$ cat config.mk
export PLATFORM = sky130hd
export DESIGN_NAME = pipeline_stall_ctrl
export DESIGN_NICKNAME = d
export VERILOG_FILES = /design/src/rtl/pipeline_stall_ctrl.sv
export SDC_FILE = /design/constraint.sdc
export NUM_CORES = 1
export LEC_CHECK = 0
export ABC_AREA = 1
export ABC_CLOCK_PERIOD_IN_PS = 1610
export BUFFER_PORTS_ARGS = -buffer_cell sky130_fd_sc_hd__buf_2
export CORE_MARGIN = 1
export CORE_UTILIZATION = 47
export CTS_CLUSTER_DIAMETER = 120
export CTS_CLUSTER_SIZE = 20
export DETAILED_ROUTE_END_ITERATION = 12
export PLACE_DENSITY = 0.77
export RECOVER_POWER = 25
export SLEW_MARGIN = 5
export SYNTH_ARGS = -nofsm -noshare
export SYNTH_HDL_FRONTEND = slang
export SYNTH_SLANG_ARGS = --single-unit
export TNS_END_PERCENT = 50
$ cat constraint.sdc
create_clock -name clk_i -period 1.61 [get_ports clk_i]
set_input_delay 0.0805 -clock clk_i [delete_from_list [all_inputs] [get_ports clk_i]]
set_output_delay 0.0805 -clock clk_i [all_outputs]
set_load 0.05 [all_outputs]
$ cat src/rtl/pipeline_stall_ctrl.sv
// Stall/flush sequencer for the 5-stage pipeline with memory watchdog.
// Optional perf counters enabled by defining PIPE_PERF_CNT_EN.
module pipeline_stall_ctrl #(
  parameter int TIMEOUT = 64,
  parameter int CNT_W   = 7
) (
  input  logic       clk_i,
  input  logic       rst_i,
  input  logic [4:0] rs1_addr_i,
  input  logic [4:0] rs2_addr_i,
  input  logic [4:0] ID_EX_RD_i,
  input  logic       ID_EX_MemRead_i,
  input  logic       branch_taken_i,
  input  logic       mem_req_i,
  input  logic       mem_ack_i,
  output logic       PcWrite_o,
  output logic       IF_ID_Write_o,
  output logic       IF_ID_Flush_o,
  output logic       ID_EX_NoOp_o,
  output logic       Freeze_o,
  output logic       mem_err_o,
  output logic [1:0] state_o
`ifdef PIPE_PERF_CNT_EN
  ,
  output logic [31:0] perf_lu_o,
  output logic [31:0] perf_mem_o,
  output logic [31:0] perf_flush_o
`endif
);

  typedef enum logic [1:0] {
    RUN      = 2'd0,
    MEM_WAIT = 2'd1,
    ERR      = 2'd2
  } state_t;

  localparam logic [CNT_W-1:0] LAST =
    CNT_W'(TIMEOUT > 0 ? TIMEOUT - 1 : 0);

  state_t           state, stateNxt;
  logic [CNT_W-1:0] waitCnt, waitCntNxt;
  logic             memErr, memErrNxt;
  logic             inRun, inWait, inErr;
  logic             freeze, hazard;
  logic             rs1Hit, rs2Hit;

  always_ff @(posedge clk_i or negedge rst_i) begin
    if (!rst_i) begin
      state   <= RUN;
      waitCnt <= '0;
      memErr  <= 1'b0;
    end else begin
      state   <= stateNxt;
      waitCnt <= waitCntNxt;
      memErr  <= memErrNxt;
    end
  end

  always_comb begin
    stateNxt   = state;
    waitCntNxt = waitCnt;
    memErrNxt  = memErr;
    unique case (state)
      RUN: begin
        if (mem_req_i && !mem_ack_i) begin
          stateNxt   = MEM_WAIT;
          waitCntNxt = '0;
        end
      end
      MEM_WAIT: begin
        if (mem_ack_i) begin
          stateNxt = RUN;
        end else begin
          waitCntNxt = waitCnt + CNT_W'(1);
          if (TIMEOUT != 0 && waitCnt == LAST) begin
            stateNxt  = ERR;
            memErrNxt = 1'b1;
          end
        end
      end
      default: begin
        stateNxt  = ERR;
        memErrNxt = 1'b1;
      end
    endcase
  end

  assign inRun  = state == RUN;
  assign inWait = state == MEM_WAIT;
  assign inErr  = !inRun && !inWait;

  // the ack cycle itself advances the pipeline
  assign freeze = (inRun && mem_req_i && !mem_ack_i)
                || (inWait && !mem_ack_i)
                || inErr;

  assign rs1Hit = rs1_addr_i == ID_EX_RD_i;
  assign rs2Hit = rs2_addr_i == ID_EX_RD_i;
  assign hazard = ID_EX_MemRead_i
                && (ID_EX_RD_i != 5'd0)
                && (rs1Hit || rs2Hit);

  always_comb begin
    PcWrite_o     = 1'b0;
    IF_ID_Write_o = 1'b0;
    IF_ID_Flush_o = 1'b0;
    ID_EX_NoOp_o  = 1'b0;
    Freeze_o      = 1'b0;
    priority case (1'b1)
      !rst_i: ;
      freeze: Freeze_o = 1'b1;
      hazard: ID_EX_NoOp_o = 1'b1;
      default: begin
        PcWrite_o     = 1'b1;
        IF_ID_Write_o = 1'b1;
        IF_ID_Flush_o = branch_taken_i;
      end
    endcase
  end

  assign state_o   = state;
  assign mem_err_o = memErr;

`ifdef PIPE_PERF_CNT_EN
  logic [31:0] perfLu, perfMem, perfFlush;

  always_ff @(posedge clk_i or negedge rst_i) begin
    if (!rst_i) begin
      perfLu    <= '0;
      perfMem   <= '0;
      perfFlush <= '0;
    end else begin
      if (ID_EX_NoOp_o && perfLu != '1)
        perfLu <= perfLu + 32'd1;
      if (Freeze_o && perfMem != '1)
        perfMem <= perfMem + 32'd1;
      if (IF_ID_Flush_o && perfFlush != '1)
        perfFlush <= perfFlush + 32'd1;
    end
  end

  assign perf_lu_o    = perfLu;
  assign perf_mem_o   = perfMem;
  assign perf_flush_o = perfFlush;
`endif

endmodule

==> results.md <==
- Arrival @ worst endpoint: 1500 ps
- Reg2reg setup slack: 250 ps
- Setup Skew: 5.96 ps
- Gr ovfl total: 0
- Share of layout cells above drive strength 1: 34.6%
- FF-to-FF path depth: 6
- Routability Congestion: 0.785
- Layout area overhead: 39.3%
- Ordered list of cells on the worst path: inv_2 > nand3_4 > nand2_4 > nor3_2 > nand2_2 > nor2_2 > buf_6
- Setup TNS: 0 ps
- Post-route DRC: 0
- Final net count: 176
- DP Wirelength: 1.41 mm
- Initial DRC count: 10
- CP endpoint kind: output port
- Worst-Margin Slew: 556 ps
- Vias per cell: 4.88
- Xor and xnor area share after synthesis: 2.33%
- Commonest non-fill, non-tap cell in the layout: nand2_1
- Cell variety after synth: 21
- Core area: 0.00151 mm²
- Worst r2r dst: mem_err_o
- Final Hold Fails: 0
- Worst-path clk slew: 70 ps
- Critical path class: reg2out
- Synth warn: 0
- Crit path capture: IF_ID_Flush_o
- Most frequent cells in the layout: nand2_1, inv_1, buf_2
- Max Clock Freq: 632 MHz
- Fillers: 118
- Part of the cycle the worst path needs: 98.3%
- Clock power frac: 39.9%
- Antenna cells: 0
- Worst setup path start: state_o[1]
- Seq pwr share: 43.9%
- Routed WL per cell: 11.0 µm
- First-pass GRT wire length: 2.99 mm
- Largest family of logic cells by synthesized area: simple AND/OR/NAND/NOR gates
- Initial antenna violation count: 0
- Ports: 29
- Post-synthesis mux area share: 0%
- Slew Viols, Final: 0
- Status: completed
- Worst Path Required: 1530 ps
- Router iterations before antenna repair: 4
- Vias in the first global route: 811
- Max_cap viols: 0
- TritonCTS clock tree: done
- Post-synthesis sequential area ratio: 33.3%
- Synthesized area per cell: 6.43 µm²
- CTS sink count: 10
- Placed cell areas: 932 µm²
- Post-route cell area: 0.00105 mm²
- Synthesized area: 752 µm²
- Rows: 14
- Crit Path Max Fanout: 4
- Fin crit period: 1580 ps
- CP delay by family, top: simple AND/OR/NAND/NOR gates
- Hold crit path type: in2reg
- Synth Area in Adders: 1.66%
- Inserted Clock Buffers: 3
- Root buffer cell: clkbuf_4
- Die X: 42 µm
- Clock buffer depth: 2
- Compound-Gate Fraction of Synth Area: 9.98%
- Worst slew margin: 62.9%
- Post-Synth Simple-Gate Area: 37.8%
- Leak Pwr: 0.613 nW
- Seq cells post-synth: 10
- Mapped Cells: 117
- Vias: 824
- Switch share: 25.1%
- P_int: 0.428 mW
- GRT Overall Usage: 21.7%
- Post-route ant nets: 0
- Crit start category: flop
- Power density over the cells: 546 mW/mm²
- VDD IR max: 0.508 mV
- Crit path largest cell delay: 410 ps
- Number of setup violations in the final report: 0
- Switch Pwr: 0.144 mW
- Die Y: 42 µm
- Final wirelength: 1.86 mm
- Comb power frac: 16.1%
- Worst hold margin: 157 ps
- Slowest CP cell: dfrtp_2
- WP buf/inv: 2
- R2R Path Start: waitCnt[0]
- Clk_lat worst skew: 270 ps
- CP Depth: 7
- Largest net degree at the start of global routing: 11
- Starting Density: 49.9%
- Post-synth net total: 139
- H-tree depth: 1
- Die area: 0.00176 mm²
- PortBufs: 28
-- flip-flops by register name (all words and copies together) (netlist names) --
| signal | count |
|---|---|
| state_o | 2 |
| mem_err_o | 1 |
| waitCnt | 7 |
-- repair_timing --
action                     4_1_cts  5_1_grt
gates resized for setup          9        6
setup buffers                    0        3
hold endpoints to repair        10        0
setup endpoints to repair        5        5
hold buffers                     1        0
pin swaps                        0        3
-- through the flow --
step	total power, mW	worst slack (ps)	std cells	utilization (%)
floorplan	0.299	-120	117	-
global placement	0.340	214	161	61.9
detailed placement	0.344	173	161	61.9
CTS	0.578	9.40	166	66.5
global route	0.596	-49.5	169	69.5
finish	0.571	27.2	169	69.5
-- cells in the mapped netlist --
library cell | instances | share of area [%]
nand3_1 | 3 | 2.0
ha_1 | 1 | 1.7
nand2_4 | 1 | 1.5
a21oi_1 | 4 | 2.7
nor3_1 | 4 | 2.7
nand3_4 | 1 | 2.3
a22o_1 | 1 | 1.2
nand3_2 | 1 | 1.3
xnor2_1 | 2 | 2.3
o21ai_2 | 3 | 3.5
o21ai_1 | 1 | 0.66
dfrtp_1 | 10 | 33
or2_2 | 1 | 0.83
nand2_1 | 33 | 16
inv_1 | 28 | 14
nand2_2 | 1 | 0.83
nand4_1 | 1 | 0.83
buf_4 | 1 | 1.0
nor2_1 | 16 | 8.0
and3_2 | 1 | 1.0
o21ai_0 | 3 | 2.0
-- final cells by class --
class / count / area, µm² / area share (%)
inverters: 28 / 109 / 10.4
repair buffers: 33 / 199 / 19.0
flip-flops and latches: 10 / 253 / 24.1
well taps: 16 / 20.0 / 1.91
multi-input cells: 78 / 430 / 41.1
clock buffers: 4 / 36.3 / 3.46
-- per-layer routing --
metal	routed length [µm]	track usage (%)	part of all wire, %
met1	726	23.9	39
met2	1040	40.9	56
met3	73	2.59	3.9
met4	11	9.68	0.59
met5	0	0	0
-- power by group through the flow --
| stage | logic (mW) | registers [mW] | clock network [mW] |
|---|---|---|---|
| after floorplan | 0.0427 | 0.256 | 0 |
| after global placement | 0.0838 | 0.256 | 0 |
| after detailed placement | 0.0880 | 0.256 | 0 |
| after CTS | 0.0925 | 0.251 | 0.234 |
| after global routing | 0.104 | 0.251 | 0.241 |
| final | 0.0921 | 0.251 | 0.228 |
-- worst min-delay path by stage --
| stage | endpoint | cells after the start | start |
|---|---|---|---|
| after floorplan | mem_err_o | 0 | rst_i |
| after global placement | waitCnt[0] | 2 | rst_i |
| after detailed placement | waitCnt[0] | 2 | rst_i |
| after CTS | state_o[1] | 4 | mem_ack_i |
| after global routing | state_o[0] | 4 | mem_ack_i |
| final | state_o[0] | 4 | mem_ack_i |
-- worst register-to-register path: stages (launching register included) --
cell and delay (ps):
dfrtp_1 390, ha_1 250, inv_1 100, nor3_1 60, nand2_1 100, o21ai_2 60
or2_2 280
-- kinds of logic (layout without fill, tap and decap cells) --
family          count (synthesis)  count (layout)
simple gates                   63              63
buf+inv                        29              65
compound gates                 12              12
flops                          10              10
xor+xnor                        2               2
fa+ha+maj                       1               1
Note: power is estimated with default switching activity, not from simulation.
